### config.mk
export PLATFORM = sky130hd
export DESIGN_NAME = cdb_arbiter_flat
export DESIGN_NICKNAME = d
export VERILOG_FILES = /design/src/rtl/cdb_pkg.sv /design/src/rtl/cdb_arbiter_if.sv /design/src/rtl/cdb_fifo.sv /design/src/rtl/cdb_arbiter.sv /design/src/flat_wrapper.sv
export SDC_FILE = /design/constraint.sdc
export NUM_CORES = 1
export LEC_CHECK = 0
export CELL_PAD_IN_SITES_DETAIL_PLACEMENT = 0
export CELL_PAD_IN_SITES_GLOBAL_PLACEMENT = 2
export CORE_MARGIN = 8
export CORE_UTILIZATION = 40
export CTS_BUF_LIST = sky130_fd_sc_hd__clkbuf_8
export CTS_CLUSTER_DIAMETER = 80
export DETAILED_ROUTE_END_ITERATION = 8
export PLACE_DENSITY = 0.78
export SYNTH_ARGS = -nofsm -noshare
export SYNTH_HDL_FRONTEND = slang
export SYNTH_SLANG_ARGS = --single-unit
### constraint.sdc
create_clock -name CLK -period 7.2 [get_ports CLK]
set_clock_uncertainty 0.05 [all_clocks]
set_input_delay 1.44 -clock CLK [delete_from_list [all_inputs] [get_ports CLK]]
set_output_delay 1.44 -clock CLK [all_outputs]
set_load 0.02 [all_outputs]
### src/rtl/cdb_pkg.sv
// Shared definitions for the result broadcast (CDB) arbiter.
//   MAP_W / REG_W / DATA_W : physical map, architectural register and value widths
//   cdb_entry_t            : one completed result {map, areg, val}
//   rr_pick()              : round-robin pick of the first requester at or after ptr
package cdb_pkg;

  localparam int MAP_W    = 6;
  localparam int REG_W    = 5;
  localparam int DATA_W   = 32;
  // Largest requester count rr_pick() can scan; the request vector is padded to this.
  localparam int RR_MAX   = 8;
  localparam int RR_IDX_W = 3;

  // 'reg' is a keyword, so the architectural register field is named areg.
  typedef struct packed {
    logic [MAP_W-1:0]  map;
    logic [REG_W-1:0]  areg;
    logic [DATA_W-1:0] val;
  } cdb_entry_t;

  // Returns the first set bit of req_vec at or after ptr, wrapping modulo n_req.
  // Returns 0 when nothing is requested; the caller qualifies with |req_vec.
  function automatic int rr_pick(input logic [RR_MAX-1:0] req_vec,
                                 input int ptr, input int n_req);
    int   idx;
    int   pick;
    logic found;
    pick  = 0;
    found = 1'b0;
    for (int i = 0; i < RR_MAX; i++) begin
      if (i < n_req) begin
        idx = ptr + i;
        // ptr < n_req and i < n_req, so one subtraction is enough to wrap.
        if (idx >= n_req) begin
          idx = idx - n_req;
        end
        if (!found && req_vec[idx[RR_IDX_W-1:0]]) begin
          pick  = idx;
          found = 1'b1;
        end
      end
    end
    return pick;
  endfunction

endpackage

### src/rtl/cdb_arbiter_if.sv
// Requester and broadcast bus bundle of the CDB arbiter.
//   req_valid/req_ready     : per-requester handshake
//   req_map/req_reg/req_val : flattened per-requester payload, requester i at slice i
//   broadcast_*             : registered single-result broadcast
// master = requester/consumer side, slave = arbiter side.
interface cdb_arbiter_if import cdb_pkg::*; #(parameter int N_REQ = 2);

  localparam int SRC_W = (N_REQ > 1) ? $clog2(N_REQ) : 1;

  logic [N_REQ-1:0]        req_valid;
  logic [N_REQ-1:0]        req_ready;
  logic [N_REQ*MAP_W-1:0]  req_map;
  logic [N_REQ*REG_W-1:0]  req_reg;
  logic [N_REQ*DATA_W-1:0] req_val;

  logic                    broadcast_flag;
  logic [MAP_W-1:0]        broadcast_map;
  logic [REG_W-1:0]        broadcast_reg;
  logic [DATA_W-1:0]       broadcast_val;
  logic [SRC_W-1:0]        broadcast_src;

  modport master (
    output req_valid, req_map, req_reg, req_val,
    input  req_ready,
    input  broadcast_flag, broadcast_map, broadcast_reg, broadcast_val, broadcast_src
  );

  modport slave (
    input  req_valid, req_map, req_reg, req_val,
    output req_ready,
    output broadcast_flag, broadcast_map, broadcast_reg, broadcast_val, broadcast_src
  );

endinterface

### src/rtl/cdb_fifo.sv
// Small per-requester result FIFO.
//   CLK/RESET : clock, synchronous active-high reset
//   clr       : synchronous clear (flush); drops any push or pop in the same cycle
//   push/din  : write at tail (ignored when full)
//   pop/dout  : dout is the head; pop advances it (ignored when empty)
//   count     : occupancy 0..DEPTH, full/empty derived from it
module cdb_fifo import cdb_pkg::*; #(
  parameter int  DEPTH = 2,
  parameter type T     = cdb_entry_t,
  localparam int CNT_W = $clog2(DEPTH + 1)
) (
  input  logic             CLK,
  input  logic             RESET,
  input  logic             clr,
  input  logic             push,
  input  T                 din,
  input  logic             pop,
  output T                 dout,
  output logic [CNT_W-1:0] count,
  output logic             full,
  output logic             empty
);

  localparam int PTR_W = (DEPTH > 1) ? $clog2(DEPTH) : 1;

  T                 mem_q [DEPTH];
  logic [PTR_W-1:0] head_q, head_d;
  logic [PTR_W-1:0] tail_q, tail_d;
  logic [CNT_W-1:0] count_q, count_d;
  logic             do_push_s;
  logic             do_pop_s;

  // Explicit wrap keeps DEPTH == 1 correct; for powers of two it equals the natural wrap.
  function automatic logic [PTR_W-1:0] ptr_inc(input logic [PTR_W-1:0] p);
    if (p == PTR_W'(DEPTH - 1)) begin
      return '0;
    end else begin
      return p + 1'b1;
    end
  endfunction

  assign full      = (count_q == CNT_W'(DEPTH));
  assign empty     = (count_q == '0);
  assign count     = count_q;
  assign dout      = mem_q[head_q];
  assign do_push_s = push & ~full;
  assign do_pop_s  = pop & ~empty;

  // Next-state pointers and occupancy; push+pop together leaves count unchanged.
  always_comb begin
    head_d  = head_q;
    tail_d  = tail_q;
    count_d = count_q;
    if (clr) begin
      head_d  = '0;
      tail_d  = '0;
      count_d = '0;
    end else begin
      if (do_push_s) begin
        tail_d = ptr_inc(tail_q);
      end else begin
        tail_d = tail_q;
      end
      if (do_pop_s) begin
        head_d = ptr_inc(head_q);
      end else begin
        head_d = head_q;
      end
      case ({do_push_s, do_pop_s})
        2'b10:   count_d = count_q + 1'b1;
        2'b01:   count_d = count_q - 1'b1;
        default: count_d = count_q;
      endcase
    end
  end

  // Pointer and occupancy registers.
  always_ff @(posedge CLK) begin
    if (RESET) begin
      head_q  <= '0;
      tail_q  <= '0;
      count_q <= '0;
    end else begin
      head_q  <= head_d;
      tail_q  <= tail_d;
      count_q <= count_d;
    end
  end

  // Storage; contents are don't-care while count says the slot is empty.
  always_ff @(posedge CLK) begin
    if (do_push_s && !clr && !RESET) begin
      mem_q[tail_q] <= din;
    end
  end

endmodule

### src/rtl/cdb_arbiter.sv
// Result broadcast (CDB) arbiter: each requester pushes completed results into
// its own FIFO; a round-robin arbiter pops one head per cycle into registered
// broadcast outputs.
//   CLK   : clock
//   RESET : synchronous active-high reset (priority over flush, push and pop)
//   flush : clears every FIFO, discards same-cycle pushes, no grant that cycle
//   bus   : requester handshakes and broadcast outputs (cdb_arbiter_if.slave)
module cdb_arbiter import cdb_pkg::*; #(
  parameter int N_REQ = 2,
  parameter int DEPTH = 2
) (
  input  logic         CLK,
  input  logic         RESET,
  input  logic         flush,
  cdb_arbiter_if.slave bus
);

  localparam int SRC_W = (N_REQ > 1) ? $clog2(N_REQ) : 1;
  localparam int CNT_W = $clog2(DEPTH + 1);

  cdb_entry_t        din_s   [N_REQ];
  cdb_entry_t        dout_s  [N_REQ];
  logic [CNT_W-1:0]  count_s [N_REQ];
  logic [N_REQ-1:0]  full_s, empty_s, push_s, pop_s, ready_s;
  logic [RR_MAX-1:0] cand_s;
  logic              grant_valid_s;
  logic [SRC_W-1:0]  grant_idx_s;
  cdb_entry_t        grant_entry_s;

  logic              flag_q, flag_d;
  cdb_entry_t        bcast_q, bcast_d;
  logic [SRC_W-1:0]  src_q, src_d;
  logic [SRC_W-1:0]  rr_q, rr_d;

  for (genvar gi = 0; gi < N_REQ; gi++) begin : g_req
    assign din_s[gi]   = {bus.req_map[gi*MAP_W +: MAP_W],
                          bus.req_reg[gi*REG_W +: REG_W],
                          bus.req_val[gi*DATA_W +: DATA_W]};
    // Ready from registered occupancy only: a full FIFO stays not-ready even if popped now.
    assign ready_s[gi] = (count_s[gi] != CNT_W'(DEPTH));
    assign push_s[gi]  = bus.req_valid[gi] & ~full_s[gi] & ~flush;
    assign pop_s[gi]   = grant_valid_s & (grant_idx_s == SRC_W'(gi));

    cdb_fifo #(.DEPTH(DEPTH), .T(cdb_entry_t)) u_fifo (
      .CLK   (CLK),
      .RESET (RESET),
      .clr   (flush),
      .push  (push_s[gi]),
      .din   (din_s[gi]),
      .pop   (pop_s[gi]),
      .dout  (dout_s[gi]),
      .count (count_s[gi]),
      .full  (full_s[gi]),
      .empty (empty_s[gi])
    );
  end

  assign bus.req_ready = ready_s;

  // Round-robin grant among non-empty FIFOs; suppressed during flush.
  always_comb begin
    cand_s               = '0;
    cand_s[N_REQ-1:0]    = ~empty_s;
    grant_valid_s        = (|cand_s) & ~flush;
    grant_idx_s          = SRC_W'(rr_pick(cand_s, int'(rr_q), N_REQ));
    grant_entry_s        = dout_s[grant_idx_s];
  end

  // Broadcast and pointer next-state: payload/src/rr hold when nothing is granted.
  always_comb begin
    flag_d  = 1'b0;
    bcast_d = bcast_q;
    src_d   = src_q;
    rr_d    = rr_q;
    if (grant_valid_s) begin
      flag_d  = 1'b1;
      bcast_d = grant_entry_s;
      src_d   = grant_idx_s;
      rr_d    = (grant_idx_s == SRC_W'(N_REQ - 1)) ? '0 : grant_idx_s + 1'b1;
    end else begin
      flag_d  = 1'b0;
    end
  end

  // Broadcast output and round-robin pointer registers.
  always_ff @(posedge CLK) begin
    if (RESET) begin
      flag_q  <= 1'b0;
      bcast_q <= '0;
      src_q   <= '0;
      rr_q    <= '0;
    end else begin
      flag_q  <= flag_d;
      bcast_q <= bcast_d;
      src_q   <= src_d;
      rr_q    <= rr_d;
    end
  end

  assign bus.broadcast_flag = flag_q;
  assign bus.broadcast_map  = bcast_q.map;
  assign bus.broadcast_reg  = bcast_q.areg;
  assign bus.broadcast_val  = bcast_q.val;
  assign bus.broadcast_src  = src_q;

endmodule

### src/flat_wrapper.sv
// flat-port wrapper written by rule: the top's interface ports become plain ports
module cdb_arbiter_flat import cdb_pkg::*;
#(
  parameter int N_REQ = 2,
  parameter int DEPTH = 2
)
  (CLK, RESET, flush, bus_req_valid, bus_req_map, bus_req_reg, bus_req_val, bus_req_ready, bus_broadcast_flag, bus_broadcast_map, bus_broadcast_reg, bus_broadcast_val, bus_broadcast_src);
  cdb_arbiter_if #(.N_REQ(N_REQ)) bus_i ();
  input  logic CLK;
  input  logic RESET;
  input  logic flush;
  input wire logic [$bits(bus_i.req_valid)-1:0] bus_req_valid;
  input wire logic [$bits(bus_i.req_map)-1:0] bus_req_map;
  input wire logic [$bits(bus_i.req_reg)-1:0] bus_req_reg;
  input wire logic [$bits(bus_i.req_val)-1:0] bus_req_val;
  output wire logic [$bits(bus_i.req_ready)-1:0] bus_req_ready;
  output wire logic [$bits(bus_i.broadcast_flag)-1:0] bus_broadcast_flag;
  output wire logic [$bits(bus_i.broadcast_map)-1:0] bus_broadcast_map;
  output wire logic [$bits(bus_i.broadcast_reg)-1:0] bus_broadcast_reg;
  output wire logic [$bits(bus_i.broadcast_val)-1:0] bus_broadcast_val;
  output wire logic [$bits(bus_i.broadcast_src)-1:0] bus_broadcast_src;
  assign bus_i.req_valid = bus_req_valid;
  assign bus_i.req_map = bus_req_map;
  assign bus_i.req_reg = bus_req_reg;
  assign bus_i.req_val = bus_req_val;
  assign bus_req_ready = bus_i.req_ready;
  assign bus_broadcast_flag = bus_i.broadcast_flag;
  assign bus_broadcast_map = bus_i.broadcast_map;
  assign bus_broadcast_reg = bus_i.broadcast_reg;
  assign bus_broadcast_val = bus_i.broadcast_val;
  assign bus_broadcast_src = bus_i.broadcast_src;
  cdb_arbiter #(.N_REQ(N_REQ), .DEPTH(DEPTH)) u_core (.CLK(CLK), .RESET(RESET), .flush(flush), .bus(bus_i));
endmodule
==> impl_metrics.toml <==
[detailed_routing]
vias_per_cell = 5.17
drt_iter0_drc = 282
ant_nets = 0
route.detailed.drc = 0
routedWlPerCell_um = 20.6
routed_wl_um = 19500
drtPass1Iterations = 4
vias = 4908

[cts]
cts_buffer_depth = 3
clock_latency_ns = 0.51
cts_tree = "yes"
cts.sinks = 228
cts_setup_buffers = 0
htree_num_levels = 2
clk_pin_slew_ns = 0.06
cts_hold_buffers = 0
cts-root-buf = "clkbuf_8"
cts_resized = 0
cts_made_buffers = 38

[global_routing]
track_usage = 0.149
grt_pass1_vias = 5393
grt_pass1_wl_um = 30000
busiest_layer = "met2"
grt.met2_usage = 0.261
grtUsageMet3 = 0.0412
use_met1 = 0.174
antenna_found_initial = 0
grt_max_degree = 60
overflow = 0

[synthesis]
synth_area_um2 = 8480
synthesis.nets = 586
synth_top_cells_by_area = "edfxtp_1, dfxtp_1, mux2_2"
yosysTopAreaCellShare = 0.609
syn_inst = 493
yosysUniqueCellTypes = 32
ys_ff_latch = 228
postSynthAreaPerCell_um2 = 17.2
ys_seq_area_frac = 0.741
synth-warning-count = 0
synth_top_area_cell = "edfxtp_1"

[critical_path]
end_kind = "flip-flop"
crit_path_cell_trace = "clkdlybuf4s50_1 -> or2_2 -> buf_4 -> nor3_4 -> buf_4 -> a221o_2"
timing.critical_path.fanout_max = 59
worstPathRequired_ns = 7.60
r2r_cells = 5
r2r_slack_ns = 4.74
crit_slowest_cell = "nor3_4"
start_kind = "primary input"
crit_type = "in2reg"
arrival_ns = 3.96
crit_path_max_incr_delay_ns = 0.60
crit_top_cell = "buf_4"

[sta]
slew_violations = 0
slew_headroom = 0.174
fmax_ghz = 0.281
fin_hold_ws_ns = 0.428
rsz0062_at_grt = "false"
finalSetupTns_ns = 0
min_period_ns = 3.56
setup_slack_ns = 3.64
fin_crit_sh = 0.495
hold_viol = 0
setup_viol = 0
worst_pin_slew_ns = 1.24

[final_layout]
syn_to_final_growth_pct = 29.3
drive_gt1_frac = 0.236
largest_reg_flops = 172
largest-register = "u_core.g_req.u_fifo.mem_q"
final_area_um2 = 11000
diodes = 0
nets = 738

[floorplanning]
rows = 53
die_area_um2 = 26100
start_util = 0.406
die_w_um = 162
core_area_um2 = 20900
die-height_um = 162
ios = 138

[place]
hpwl_um = 12400
port_buffers = 137
pre_cts_slack_ns = 3.16
place.gp.congestion = 0.732
placed_cell_area_um2 = 10100

[power]
power_leakage_uw = 0.00358
powerDensity_nw_per_um2 = 261
peakVddDrop_v = 0.000113
p_total_uw = 2870

[outcome]
outcome = "finished clean"

[flow_run]
maxCapViolCount = 0

[worst_hold_path]
hold_path_class = "reg2reg"
whs_path_depth = 2
[through the flow]
stage          instances  utilization
2_1_floorplan        493            -
3_3_place_gp         880        0.485
3_5_place_dp         880        0.485
4_1_cts              949        0.525
5_1_grt              949        0.525
6_report             949        0.525
[layout make-up]
class,count,area (um2)
Multi-Input combinational cell,226,2030
Tap cell,275,344
Sequential cell,228,6290
Clock inverter,23,209
Inverter,4,15.0
Fill cell,1754,9920
Clock buffer,46,633
Timing Repair Buffer,147,1450
[cell usage after synthesis]
cell type and count:
edfxtp_1 172, dfxtp_1 56, mux2_2 43, mux2i_1 43, nor4_1 43, a221o_2 33
buf_2 17, clkbuf_1 13, a21oi_1 11, a221o_1 10, nor2_1 5, nor3_1 5
buf_6 4, inv_1 4, nand3_1 4, o21ai_0 4, or3_1 4, a21o_1 2
ha_1 2, nand2_1 2, nand2b_1 2, o21a_1 2, xnor2_1 2, xor2_1 2
a21oi_4 1, buf_1 1, nor3_2 1, o21ba_2 1, o31ai_1 1, or2_1 1
or4_1 1, or4_4 1
[layer usage]
layer | wire (um) | vias to the layer above
li1 | - | 2308
met3 | 1100 | 23
met1 | 8050 | 2454
met2 | 10100 | 123
met4 | 269 | 0
met5 | 0 | -
[path summary, 6_finish.rpt]
kind / startpoint / end
worst min register to register: u_core.bus.broadcast_src / u_core.bus.broadcast_src
worst max-delay path: flush / u_core.bus.broadcast_val[11]
worst max register to register: u_core.g_req[0].u_fifo.count[0] / u_core.g_req[0].u_fifo.count[1]
worst min-delay path: u_core.bus.broadcast_src / u_core.bus.broadcast_src
[worst max-delay path, delay by kind of cell]
family	cells	cell delay [ns]
buffers and inverters	3	1.31
and+or+nand+nor	2	0.94
AOI/OAI and AO/OA	1	0.22
[placed cells by master (no fill, tap or decap), drive strengths merged, types with 4 or more instances in the layout]
cell type and n:
mux2 43, inv 12, nor3 6, or3 4
nand3 4, dfxtp 56, nor4 43, clkdlybuf4s50 137
bufinv 4, a221o 43, a21oi 12, clkinv 9
buf 10, o21ai 4, mux2i 43, nor2 5
edfxtp 172, clkbuf 46
[cell families (layout without fill, tap and decap cells)]
group | after synthesis | after routing | share of synthesized area
xor gates and xnor gates | 4 | 4 | 0.00413
AOI/OAI and AO/OA | 65 | 65 | 0.0720
DFF | 228 | 228 | 0.741
buffers and inverters | 39 | 220 | 0.0233
adders and majority gates | 2 | 2 | 0.00295
muxes | 86 | 86 | 0.108
and+or+nand+nor | 69 | 69 | 0.0487
[where the power goes]
| part | total [uW] | switching [uW] | internal, uW |
|---|---|---|---|
| Combinational | 183 | 88.3 | 94.6 |
| Sequential | 1460 | 17.2 | 1450 |
| Clock | 1220 | 491 | 727 |
Note: power is estimated with default switching activity, not from simulation.
